`src/rtl/prog_loader.sv`:
```
// Boot-time program loader: byte stream -> instruction-memory words, then core release.
// Optional trailing checksum byte enabled by defining LOADER_CHECKSUM_EN.
module prog_loader #(
  parameter int ADDR_W = 10
) (
  input  logic              clk,
  input  logic              rst,
  input  logic              in_valid,
  input  logic [7:0]        in_data,
  output logic              in_ready,
  output logic              imem_we,
  output logic [ADDR_W-1:0] imem_addr,
  output logic [31:0]       imem_wdata,
  output logic              core_rst,
  output logic              done,
  output logic              error,
  output logic [ADDR_W:0]   word_count
);

`ifdef LOADER_CHECKSUM_EN
  typedef enum logic [2:0] {
    LEN0, LEN1, DATA, CHK, DONE, ERROR
  } state_t;
`else
  typedef enum logic [2:0] {
    LEN0, LEN1, DATA, DONE, ERROR
  } state_t;
`endif

  localparam logic [31:0] CAP = 32'd1 << ADDR_W;

  state_t              state_q, state_d;
  logic                in_ready_q;
  logic                imem_we_q;
  logic [ADDR_W-1:0]   imem_addr_q;
  logic [31:0]         imem_wdata_q;
  logic                core_rst_q;
  logic                done_q;
  logic                error_q;
  logic [ADDR_W:0]     wc_q;
  logic [1:0]          idx_q;
  logic [31:0]         buf_q;
  logic [7:0]          len_lo_q;
  logic [15:0]         n_q;
`ifdef LOADER_CHECKSUM_EN
  logic [7:0]          sum_q;
`endif

  logic                xfer;
  logic [15:0]         n_d;
  logic                last_w;
  logic                ready_d;

  assign xfer   = in_valid & in_ready_q;
  assign n_d    = {in_data, len_lo_q};
  assign last_w = (32'(wc_q) + 32'd1) == 32'(n_q);

  // Next-state decode for the load sequence
  always_comb begin
    state_d = state_q;
    case (state_q)
      LEN0: if (xfer) state_d = LEN1;
      LEN1: begin
        if (xfer) begin
          if (n_d == 16'd0) begin
`ifdef LOADER_CHECKSUM_EN
            state_d = CHK;
`else
            state_d = DONE;
`endif
          end else if (32'(n_d) > CAP) begin
            state_d = ERROR;
          end else begin
            state_d = DATA;
          end
        end
      end
      DATA: begin
        if (xfer && idx_q == 2'd3 && last_w) begin
`ifdef LOADER_CHECKSUM_EN
          state_d = CHK;
`else
          state_d = DONE;
`endif
        end
      end
`ifdef LOADER_CHECKSUM_EN
      CHK: if (xfer) state_d = (in_data == sum_q) ? DONE : ERROR;
`endif
      default: state_d = state_q;
    endcase
  end

  // Ready is registered from the next state so it is low in DONE/ERROR
  always_comb begin
    ready_d = 1'b0;
    case (state_d)
      LEN0, LEN1, DATA: ready_d = 1'b1;
`ifdef LOADER_CHECKSUM_EN
      CHK:              ready_d = 1'b1;
`endif
      default:          ready_d = 1'b0;
    endcase
  end

  // Loader FSM state, datapath and registered outputs
  always_ff @(posedge clk) begin
    if (rst) begin
      state_q      <= LEN0;
      in_ready_q   <= 1'b0;
      imem_we_q    <= 1'b0;
      imem_addr_q  <= '0;
      imem_wdata_q <= '0;
      core_rst_q   <= 1'b1;
      done_q       <= 1'b0;
      error_q      <= 1'b0;
      wc_q         <= '0;
      idx_q        <= '0;
      buf_q        <= '0;
      len_lo_q     <= '0;
      n_q          <= '0;
`ifdef LOADER_CHECKSUM_EN
      sum_q        <= '0;
`endif
    end else begin
      state_q    <= state_d;
      in_ready_q <= ready_d;
      imem_we_q  <= 1'b0;
      done_q     <= (state_q == DONE);
      core_rst_q <= (state_q != DONE);
      error_q    <= (state_d == ERROR);
      if (xfer) begin
        case (state_q)
          LEN0: len_lo_q <= in_data;
          LEN1: n_q <= n_d;
          DATA: begin
            buf_q[{idx_q, 3'b000} +: 8] <= in_data;
            idx_q <= idx_q + 2'd1;
`ifdef LOADER_CHECKSUM_EN
            sum_q <= sum_q + in_data;
`endif
            if (idx_q == 2'd3) begin
              imem_we_q    <= 1'b1;
              imem_addr_q  <= wc_q[ADDR_W-1:0];
              imem_wdata_q <= {in_data, buf_q[23:0]};
              wc_q         <= wc_q + 1'b1;
            end
          end
          default: ;
        endcase
      end
    end
  end

  assign in_ready   = in_ready_q;
  assign imem_we    = imem_we_q;
  assign imem_addr  = imem_addr_q;
  assign imem_wdata = imem_wdata_q;
  assign core_rst   = core_rst_q;
  assign done       = done_q;
  assign error      = error_q;
  assign word_count = wc_q;

endmodule

```
`config.mk`:
```
export PLATFORM = sky130hd
export DESIGN_NAME = prog_loader
export DESIGN_NICKNAME = d
export VERILOG_FILES = /design/src/rtl/prog_loader.sv
export SDC_FILE = /design/constraint.sdc
export NUM_CORES = 1
export LEC_CHECK = 0
export ABC_AREA = 1
export BUFFER_PORTS_ARGS = -buffer_cell sky130_fd_sc_hd__buf_2
export CAP_MARGIN = 25
export CORE_MARGIN = 10
export CORE_UTILIZATION = 30
export DETAILED_ROUTE_END_ITERATION = 12
export GPL_ROUTABILITY_DRIVEN = 0
export RECOVER_POWER = 25
export SYNTH_ARGS = -nofsm -noshare
export SYNTH_HDL_FRONTEND = slang
export SYNTH_SLANG_ARGS = --single-unit
```
`constraint.sdc`:
```
create_clock -name clk -period 2 [get_ports clk]
set_clock_uncertainty 0.05 [all_clocks]
set_input_delay 0.2 -clock clk [delete_from_list [all_inputs] [get_ports clk]]
set_output_delay 0.2 -clock clk [all_outputs]
set_load 0.01 [all_outputs]
```
# --- Word-level counts from Yosys, hierarchy flattened ---
# Cells that the tools add are included.
totals:
  ff_bits: 119
  in_bits: 11
  out_inout_bits: 58
  wordCells: 52
op_classes:
  add_sub_neg: 4
  magnitude_cmp: 1
  eq_ne: 9
  shifts: 2
  mux: 9
  bitwise: 3
  n_reduce_logical: 11
op_table:
  columns: ["operator", "n"]
  rows:
  - ["bitwise mux 32 bit", 1]
  - ["variable shift 8 x 7 -> 32 bit, first input constant", 1]
  - ["indexed part select 8 x 7 -> 32 bit", 1]
  - ["equality test 12 x 16 -> 1 bit", 1]
  - ["greater-than comparator 16 x 11 -> 1 bit, second input constant", 1]
  - ["logical NOT 16 bit", 1]
  - ["two-way mux 3 bit", 5]
  - ["adder 11 x 1 -> 12 bit, second input constant", 1]
  - ["adder 11 x 1 -> 11 bit, second input constant", 1]
  - ["equality test 3 x 2 -> 1 bit, second input constant", 3]
  - ["one-hot mux 3 bit (3 select lines)", 1]
  - ["negation 5 -> 7 bit", 1]
  - ["equality test 3 x 1 -> 1 bit, second input constant", 2]
  - ["logical NOT 3 bit", 2]
  - ["AND reduction 2 bit", 3]
  - ["OR reduction 3 bit", 2]
  - ["equality test 3 bit, second input constant", 1]
  - ["inequality test 3 x 2 -> 1 bit, second input constant", 1]
  - ["AND reduction 3 bit", 1]
  - ["adder 2 x 1 -> 2 bit, second input constant", 1]
  - ["equality test 2 bit, second input constant", 1]
  - ["logical AND 1 bit", 2]
  - ["two-way mux 1 bit", 2]
  - ["NOT 1 bit", 2]
  - ["AND 1 bit", 1]

# --- Longest topological paths before layout ---
# Gate-level depths: netlist (run 1).
depth:
  word_depth: 8
  mapped_depth: 14
  depth_no_buf: 14

# --- Worst setup path before layout (run 1) ---
# No wires, ideal clock.
synth_timing:
  kind: "register -> register"
  start: "register wc_q[0] (netlist: word_count[0])"
  end: "register in_ready_q (netlist: in_ready)"
  setup_ns: 0.117
  t_arrival_ns: 1.572
  t_required_ns: 1.833
  slack_ns: 0.261
  stages_incl_launch_ff: 13
  synth_period_minus_slack_ns: 1.739
  path_cell_list: "dfxtp_1 > ha_1 > nand3_1 > nor2_2 > nand2_1 > nand2_1 > nand2_1 > nand2_1 > nand3_2 > nor2_2 > nand3_2 > nand3_2 > a21oi_1"
synth_via:
  elab_chain_cells: 8
  elab_cells_between_ends: 10
  classes_between: "add/sub (1); eq/ne (3); mux (3); reduce/logical (3)"
synth_rtl:
  columns: ["element", "line_no", "source"]
  rows:
  - ["from (decl)", "40", "logic [ADDR_W:0] wc_q;"]
  - ["from (signal assigned)", "146", "wc_q <= wc_q + 1'b1;"]
  - ["adder 11 x 1 -> 12 bit (*)", "56", "assign last_w = (32'(wc_q) + 32'd1) == 32'(n_q);"]
  - ["equality test 12 x 16 -> 1 bit (*)", "56", null]
  - ["logical AND 1 bit (*)", "79", "if (xfer && idx_q == 2'd3 && last_w) begin"]
  - ["two-way mux 3 bit (*)", "79", null]
  - ["one-hot mux 3 bit (3 select lines) (*)", "61", "case (state_q)"]
  - ["equality test 3 x 1 -> 1 bit, or another cell as far along", "97", "case (state_d)"]
  - ["OR reduction 3 bit (*)", "97", null]
  - ["two-way mux 1 bit (*)", "97", null]
  - ["to (signal assigned)", "127", "in_ready_q <= ready_d;"]
  - ["to (decl)", "33", "logic in_ready_q;"]
# Every way passes the cells marked *; elsewhere a longest branch is shown, timed or not.
# A chain may end at the register's enable or synchronous reset.

# --- Final worst setup path (run 1) ---
# Same ends and word-level chain as after synthesis.

==> qor.csv, run 1 <==
stage,metric,value,unit
status,status,"finished, final reports clean",
placed_design,Port-buffer cells,68,
synthesis,post-synthesis sequential area ratio,49.1,%
timing,Worst Tran Pin Value,0.741,ns
timing,fmax,582,MHz
timing,final setup fails,0,
die,Starting Density,30.9,%
setup_path,crit path buf inv count,0,
synthesis,Syn Nets,607,
cts,Clock Tree Buf Depth,2,
synthesis,Mapped Cells,590,
grt,initial antenna violation count,0,
cts,setup bufs post-CTS,0,
synthesis,post-synthesis async set-or-reset flop share,0,%
setup_path,Reg2Reg Setup Slack,0.28,ns
die,IO Pins,69,
grt,vias in the first global route,3780,
setup_path,CP max stage delay,0.34,ns
routing,DRC violations left,0,
timing,period utilization,85.9,%
cts,post-CTS sizing,0,
cells_and_area,storage element area,2220,um^2
die,total die area,20400,um^2
cts,Sink Count,111,
die,Die Span Y,143,um
cells_and_area,Nets,674,
setup_path,reg2reg start,word_count[0]$_SDFFE_PP0P_,
synthesis,#FFs+latches synth,111,
routing,First-pass DRT Iterations,4,
die,Core ar.,14600,um^2
timing,minimum clock period after layout,1.72,ns
cells_and_area,Syn-to-layout area delta,19.1,%
timing,fin. max-slew vios,0,
routing,post-DR wirelength/cell,13.9,um
synthesis,mapped cell area,4520,um^2
setup_path,"Max stage delay cell, worst path",dfxtp_1,
setup_path,crit end category,register,
pwr,peak supply drop,505,uV
placed_design,placed inst area,5100,um^2
die,# rows,44,
die,chip width,143,um
setup_path,cells along the critical path,ha_1 -> nand3_1 -> nor2_2 -> nand2_1 -> nand2_1 -> nand2_2 -> nand2_1 -> nand2_1 -> nor2_2 -> nand3_2 -> nand3_2 -> a21oi_1,
cells_and_area,FILL cells,1579,
setup_path,arrival time worst endpoint,1.91,ns
setup_path,startpoint types,register,
cells_and_area,Multi-input gate area,1960,um^2
grt,total track usage,11.6,%
synthesis,ys flop type,dfxtp_1,
grt,pin count of the biggest net entering global routing,42,
setup_path,Critical Path Most Common Cell,nand2_1,
timing,setup TNS,0,ns
synthesis,Post-synth EDFFs,0,
timing,final hold violations,0,
synthesis,Ys Warns,0,
cts,root buf cell,clkbuf_16,
routing,ANT nets after route,0,
grt,GR Overflow Total,0,
placed_design,DP HPWL,8480,um
cts,H-tree depth,3,
grt,first-pass GRT wire length,19000,um
setup_path,Crit Path Max Fanout,5,
synthesis,syn_area_per_cell,7.67,um^2
setup_path,"Data required, critical path",2.20,ns
routing,WL final,11700,um
cts,Clock Latency Late Sink,0.36,ns
routing,vias per inst,4.65,
pwr,LEAKAGE,0.00243,uW
routing,DR vias,3938,
run,maxcap violations,0,
cts,CTS tree,yes,
hold_path,Worst Hold Launch,in_data[7],
setup_path,Critical Path Start,word_count[0]$_SDFFE_PP0P_,
timing,RSZ-0062 raised after global routing,false,
cells_and_area,ANT cells,0,
cells_and_area,share of layout cells above drive strength 1,11.5,%
cts,cts-stage hold buffer count,0,
hold_path,worst min path class,in2reg,
cts,TritonCTS buffer count,9,
timing,Rel. slew slack,50.5,%
synthesis,synth unique cells,25,
setup_path,Crit Path Category,reg2reg,
routing,1st-iter DRT viols,199,
cts,clock-pin slew on the worst setup and hold paths,0.08,ns
cells_and_area,"Design Area, Final",5390,um^2
setup_path,family with the most delay on the worst path,simple AND/OR/NAND/NOR gates,
pwr,power per cell area,820,nW/um^2
## cell usage in the layout, fill, tap and decap left out, types with 6 or more instances in the layout
cell type	instances
o211a_1	16
dfxtp_1	111
a21oi_1	66
ha_1	6
clkbuf_16	9
nand2_1	75
inv_1	56
buf_2	28
clkbuf_1	41
nor2_1	80
buf_4	14
nand3_1	24
o21ai_0	102
## synth_stat cells (2+ instances only)
master,instances,area [um^2]
buf_2,3,15.0
a21oi_1,66,330
inv_1,56,210
o211a_1,16,160
nor2_4,3,33.8
nor3_1,3,15.0
nand2_2,2,12.5
dfxtp_1,111,2220
nand2_1,75,282
nand3_1,24,120
nand4_1,4,25.0
buf_4,2,15.0
nor2_1,80,300
nand3_2,4,40.0
clkbuf_1,20,75.1
o21ai_0,102,510
nor2_2,4,25.0
inv_2,3,11.3
ha_1,6,75.1
## worst register-to-register path, stage by stage (launching register included)
cell and delay, ns:
dfxtp_1 0.34, ha_1 0.21, nand3_1 0.12, nor2_2 0.20, nand2_1 0.08, nand2_1 0.07, nand2_2 0.07, nand2_1 0.06
nand2_1 0.06, nor2_2 0.12, nand3_2 0.10, nand3_2 0.09, a21oi_1 0.06
## stage by stage
step / hold slack, ns / utilization [%] / setup slack, ns / instances / power (uW)
floorplan: 0.234 / - / 0.261 / 590 / 2410
detailed placement: 0.397 / 34.9 / 0.270 / 830 / 2490
global route: 0.118 / 36.8 / 0.0148 / 846 / 4580
finish: 0.0959 / 36.8 / 0.283 / 846 / 4420
CTS: 0.0922 / 37.1 / 0.264 / 846 / 4470
global placement: 0.394 / 34.9 / 0.327 / 830 / 2490
## final timing paths
path	end	depth (start not counted)
setup / recovery	in_ready$_SDFF_PP0_	12
hold / removal	n_q[15]$_SDFFE_PP0P_	3
setup reg to reg	in_ready$_SDFF_PP0_	12
hold reg to reg	imem_wdata[7]$_SDFFE_PP0P_	2
## sequential cells by signal, indices dropped and copies added, names as in the netlist
register / flops
buf_q: 24
core_rst: 1
done: 1
error: 1
idx_q: 2
imem_addr: 10
imem_wdata: 32
imem_we: 1
in_ready: 1
len_lo_q: 8
n_q: 16
state_q: 3
word_count: 11
## cell families after synthesis
kind of cell	after synthesis	synth area share, %
fa+ha+maj	6	1.66
compound gates	186	22.4
simple gates	200	19.1
buf+inv	86	7.47
flops	111	49.1
xor+xnor	1	0.194
## layer usage
metal | global-route usage (%) | wire length [um]
met1 | 14.5 | 5630
met2 | 18.2 | 5150
met3 | 4.08 | 781
met4 | 4.02 | 177
met5 | 0 | 0
## area by class of cell
class | instances | share of cell area (%)
flip-flops and latches | 111 | 41.2
multi-input cells | 393 | 36.5
repair buffers | 83 | 7.71
clock buffers | 12 | 4.76
well taps | 184 | 4.27
inverters | 59 | 4.11
clock inverters | 4 | 1.44
## where the power goes
group	switching [uW]	total (uW)	leakage (uW)	internal, uW
Clock	809	1980	0.000163	1170
Combinational	122	184	0.00137	61.3
Sequential	19.4	2250	0.000896	2230
(Power assumes the default switching activity.)
==> run 2, diff against run 1 <==
--- a/config.mk
+++ b/config.mk
@@ -8,10 +8,13 @@
 export ABC_AREA = 1
 export BUFFER_PORTS_ARGS = -buffer_cell sky130_fd_sc_hd__buf_2
 export CAP_MARGIN = 25
+export CELL_PAD_IN_SITES_DETAIL_PLACEMENT = 1
+export CELL_PAD_IN_SITES_GLOBAL_PLACEMENT = 1
 export CORE_MARGIN = 10
 export CORE_UTILIZATION = 30
 export DETAILED_ROUTE_END_ITERATION = 12
 export GPL_ROUTABILITY_DRIVEN = 0
+export PLACE_DENSITY_LB_ADDON = 0.1
 export RECOVER_POWER = 25
 export SYNTH_ARGS = -nofsm -noshare
 export SYNTH_HDL_FRONTEND = slang
==> run 2 against run 1 <==
Worst setup slack worse by 0.075 ns; die area unchanged; wire length up 16%.
==> qor.csv, run 2 (same netlist as run 1, synthesis figures left out) <==
stage,metric,value,unit
die,IO Pins,69,
routing,1st-iter DRT viols,186,
pwr,Tot Pwr,4320,uW
setup_path,"Max stage delay cell, worst path",dfxtp_1,
setup_path,Critical Path Most Common Cell,nand2_1,
cts,Clock Tree Buf Depth,2,
timing,period utilization,89.6,%
cts,post-CTS sizing,0,
setup_path,Crit Path Category,reg2reg,
die,chip width,143,um
pwr,peak supply drop,494,uV
status,status,"finished, final reports clean",
timing,minimum clock period after layout,1.79,ns
setup_path,"Data required, critical path",2.20,ns
run,maxcap violations,0,
setup_path,critical path depth,12,
grt,GR Overflow Total,0,
timing,final setup fails,0,
cts,clock-pin slew on the worst setup and hold paths,0.07,ns
grt,pin count of the biggest net entering global routing,49,
cells_and_area,ANT cells,0,
cells_and_area,max reg flops,32,
cells_and_area,Final Util,36.4,%
setup_path,arrival time worst endpoint,1.99,ns
grt,first-pass GRT wire length,22200,um
pwr,LEAKAGE,0.00240,uW
setup_path,family with the most delay on the worst path,simple AND/OR/NAND/NOR gates,
die,# rows,44,
placed_design,placed inst area,5090,um^2
setup_path,CP max stage delay,0.35,ns
cells_and_area,most frequent cells in the layout,"dfxtp_1, o21ai_0, nor2_1",
die,Core ar.,14600,um^2
cells_and_area,"Design Area, Final",5330,um^2
routing,ANT nets after route,0,
timing,Rel. slew slack,59.6,%
grt,total track usage,13.5,%
cts,Clock Latency Late Sink,0.36,ns
timing,fmax,558,MHz
routing,First-pass DRT Iterations,4,
die,total die area,20400,um^2
routing,DR vias,4098,
timing,Worst Tran Pin Value,0.606,ns
setup_path,cells along the critical path,ha_1 -> nand3_1 -> nor2_2 -> nand2_1 -> nand2_1 -> nand2_1 -> nand2_1 -> nand3_2 -> nor2_2 -> nand3_2 -> nand3_2 -> a21oi_1,
grt,initial antenna violation count,0,
die,Die Span Y,143,um
setup_path,Crit Path Max Fanout,5,
die,Starting Density,30.9,%
routing,vias per inst,4.87,
timing,setup TNS,0,ns
timing,final hold violations,0,
timing,RSZ-0062 raised after global routing,false,
cts,cts-stage hold buffer count,0,
setup_path,crit end category,register,
placed_design,DP HPWL,9900,um
cts,Sink Count,111,
timing,fin. max-slew vios,0,
cts,setup bufs post-CTS,0,
hold_path,hold path depth,3,
cts,CTS tree,yes,
routing,post-DR wirelength/cell,16.2,um
pwr,power per cell area,811,nW/um^2
cells_and_area,Syn-to-layout area delta,17.8,%
placed_design,Port-buffer cells,68,
cts,H-tree depth,3,
grt,vias in the first global route,4299,
routing,WL final,13600,um
cts,root buf cell,clkbuf_16,
cts,TritonCTS buffer count,9,
cells_and_area,Nets,670,
setup_path,crit path buf inv count,0,
routing,DRC violations left,0,
cells_and_area,"commonest non-fill, non-tap cell in the layout",dfxtp_1,
cells_and_area,share of layout cells above drive strength 1,11.4,%
setup_path,reg2reg path depth,12,
setup_path,startpoint types,register,
hold_path,worst min path class,in2reg,
## run 2: cell count changes in the layout (fill, tap and decap cells not counted), sizes merged
cell / before / now
buf: 43 / 39
bufinv: 2 / 1
clkbuf: 52 / 51
clkinv: 2 / 3
clkinvlp: 0 / 1
## run 2: power breakdown
part,switching (uW),internal (uW),leakage [uW]
Clock,846,1040,0.000152
Combinational,130,55.2,0.00135
Sequential,19.5,2230,0.000896
## run 2: through the flow
step / std cells / worst slack, ns / hold WS [ns]
after floorplan: 590 / 0.261 / 0.234
after global placement: 826 / 0.266 / 0.400
after detailed placement: 826 / 0.214 / 0.404
after CTS: 842 / 0.198 / 0.0998
after global routing: 842 / 0.00398 / 0.110
final: 842 / 0.208 / 0.108
## run 2: worst paths after layout
| check | slack (ns) | from | end |
|---|---|---|---|
| max | 0.21 | word_count[0]$_SDFFE_PP0P_ | in_ready$_SDFF_PP0_ |
| min | 0.11 | in_data[7] | n_q[15]$_SDFFE_PP0P_ |
| max reg2reg | 0.21 | word_count[0]$_SDFFE_PP0P_ | in_ready$_SDFF_PP0_ |
| min reg2reg | 0.41 | buf_q[7]$_SDFFE_PP0P_ | buf_q[7]$_SDFFE_PP0P_ |
## run 2: area by class of cell
type                            count  area (um^2)
Fill cell                        1823         9310
Sequential cell                   111         2220
Multi-Input combinational cell    393         1960
Timing Repair Buffer               79          384
Clock buffer                       11          253
Tap cell                          184          230
Inverter                           59          221
Clock inverter                      5         56.3
## run 2: worst reg2reg max path, cell delays in order (launching register included)
cell,delay (ns)
dfxtp_1,0.35
ha_1,0.24
nand3_1,0.13
nor2_2,0.20
nand2_1,0.07
nand2_1,0.08
nand2_1,0.07
nand2_1,0.07
nand3_2,0.06
nor2_2,0.11
nand3_2,0.08
nand3_2,0.09
a21oi_1,0.07
## run 2: metal layers
layer  wire length, um  share of wire [%]  vias to the layer above  global-route usage, %
met5                 0                  0                        -                      0
li1                  -                  -                     2076                      -
met3               580                4.3                       16                   3.48
met4               213                1.6                        0                   5.48
met1              6550                 48                     1955                   16.8
met2              6270                 46                       51                   21.9
==> run 3, diff against run 2 <==
--- a/config.mk
+++ b/config.mk
@@ -12,6 +12,7 @@
 export CELL_PAD_IN_SITES_GLOBAL_PLACEMENT = 1
 export CORE_MARGIN = 10
 export CORE_UTILIZATION = 30
+export CTS_BUF_LIST = sky130_fd_sc_hd__clkbuf_16
 export DETAILED_ROUTE_END_ITERATION = 12
 export GPL_ROUTABILITY_DRIVEN = 0
 export PLACE_DENSITY_LB_ADDON = 0.1
==> run 3 against run 2 <==
Clock power fell by 4%; sequential cell count did not move; final area fell by 0.38%; die area did not move; sequential share of layout area rose by 0.16 points; global-route usage did not move; wire length rose by 0.17%; critical path type unchanged; worst setup slack barely moved; worst hold slack got worse by 0.0016 ns.
==> qor.csv, run 3 (same netlist as run 1, synthesis figures left out) <==
stage,metric,value,unit
cts,cts-stage hold buffer count,0,
setup_path,Crit Path Max Fanout,5,
die,chip width,143,um
timing,period utilization,89.6,%
cts,TritonCTS buffer count,9,
routing,DR top layer,met4,
routing,ANT nets after route,0,
setup_path,Crit Path Category,reg2reg,
routing,met1 wire length,6550,um
cts,post-CTS sizing,0,
cts,setup bufs post-CTS,0,
die,# rows,44,
routing,vias per inst,4.86,
die,Core ar.,14600,um^2
pwr,LEAKAGE,0.00239,uW
grt,total track usage,13.5,%
routing,DRC violations left,0,
timing,final hold violations,0,
routing,First-pass DRT Iterations,4,
cts,root buf cell,clkbuf_16,
cells_and_area,Syn-to-layout area delta,17.4,%
cts,Sink Count,111,
setup_path,cells along the critical path,ha_1 -> nand3_1 -> nor2_2 -> nand2_1 -> nand2_1 -> nand2_1 -> nand2_1 -> nand3_2 -> nor2_2 -> nand3_2 -> nand3_2 -> a21oi_1,
cells_and_area,most frequent cells in the layout,"dfxtp_1, o21ai_0, nor2_1",
die,total die area,20400,um^2
routing,DR vias,4095,
cells_and_area,max reg flops,32,
die,Die Span Y,143,um
setup_path,startpoint types,register,
routing,routed length on met2,6290,um
placed_design,Port-buffer cells,68,
timing,final setup fails,0,
grt,vias in the first global route,4297,
grt,initial antenna violation count,0,
setup_path,CP max stage delay,0.35,ns
cells_and_area,"commonest non-fill, non-tap cell in the layout",dfxtp_1,
cts,Clock Tree Buf Depth,2,
timing,setup ws final,0.207,ns
grt,first-pass GRT wire length,22200,um
setup_path,arrival time worst endpoint,1.99,ns
timing,setup TNS,0,ns
cells_and_area,share of layout cells above drive strength 1,11.1,%
hold_path,worst min path class,in2reg,
setup_path,"Data required, critical path",2.20,ns
grt,GR Overflow Total,0,
cts,CTS tree,yes,
placed_design,pre-CTS setup slack,0.214,ns
cells_and_area,ANT cells,0,
timing,Rel. slew slack,59.9,%
run,maxcap violations,0,
cts,clock-pin slew on the worst setup and hold paths,0.07,ns
routing,met3 WL,569,um
pwr,peak supply drop,499,uV
timing,Worst Tran Pin Value,0.601,ns
status,status,"finished, final reports clean",
routing,WL final,13600,um
cts,H-tree depth,3,
setup_path,crit end category,register,
setup_path,Critical Path Most Common Cell,nand2_1,
timing,minimum clock period after layout,1.79,ns
routing,1st-iter DRT viols,197,
routing,post-DR wirelength/cell,16.2,um
setup_path,"Max stage delay cell, worst path",dfxtp_1,
die,IO Pins,69,
timing,RSZ-0062 raised after global routing,false,
placed_design,DP HPWL,9900,um
grt,pin count of the biggest net entering global routing,49,
cts,Clock Latency Late Sink,0.36,ns
pwr,power per cell area,800,nW/um^2
cells_and_area,Nets,670,
cells_and_area,FILL cells,1829,
die,Starting Density,30.9,%
timing,fin. max-slew vios,0,
timing,fmax,558,MHz
## run 3: cell count changes in the layout (fill, tap and decap cells not counted)
cell      delta
clkbuf_8     -2
clkinv_1     +2
## run 3: critical path, delay by kind of cell, from the launching register on
family	cells	cell delay, ns
fa+ha+maj	1	0.24
compound gates	1	0.07
simple gates	10	0.96
flops	1	0.35
## run 3: layout make-up
class	instances	area, um^2	share of cell area (%)
sequential	111	2220	41.8
multi-input combinational	393	1960	37.0
timing repair buffer	79	384	7.23
tap	184	230	4.33
clock buffer	9	225	4.24
inverter	59	221	4.17
clock inverter	7	63.8	1.20
## run 3: stage by stage
step / instance area (um^2) / cells / hold slack, ns / util (%) / power (uW)
after floorplan: 4520 / 590 / 0.234 / - / 2410
after global placement: 5090 / 826 / 0.400 / 34.7 / 2490
after detailed placement: 5090 / 826 / 0.404 / 34.7 / 2500
after CTS: 5380 / 842 / 0.0996 / 36.7 / 4310
after global routing: 5310 / 842 / 0.110 / 36.3 / 4440
final: 5310 / 842 / 0.106 / 36.3 / 4250
## run 3: layer usage
| layer | vias to the layer above | track usage (%) |
|---|---|---|
| met1 | 1953 | 16.8 |
| met2 | 50 | 21.9 |
| met3 | 16 | 3.48 |
| met4 | 0 | 5.48 |
| met5 | - | 0 |
| li1 | 2076 | - |
## run 3: worst paths after layout
check / start / end / slack [ns] / cells past startpoint
max: word_count[0]$_SDFFE_PP0P_ / in_ready$_SDFF_PP0_ / 0.21 / 12
min reg2reg: buf_q[7]$_SDFFE_PP0P_ / buf_q[7]$_SDFFE_PP0P_ / 0.41 / 2
min: in_data[7] / n_q[15]$_SDFFE_PP0P_ / 0.11 / 3
max reg2reg: word_count[0]$_SDFFE_PP0P_ / in_ready$_SDFF_PP0_ / 0.21 / 12
## run 3: power breakdown
group	total [uW]	internal [uW]	switching [uW]
registers	2250	2230	19.5
clock network	1810	962	848
logic	186	55.2	131
total	4250	3250	998
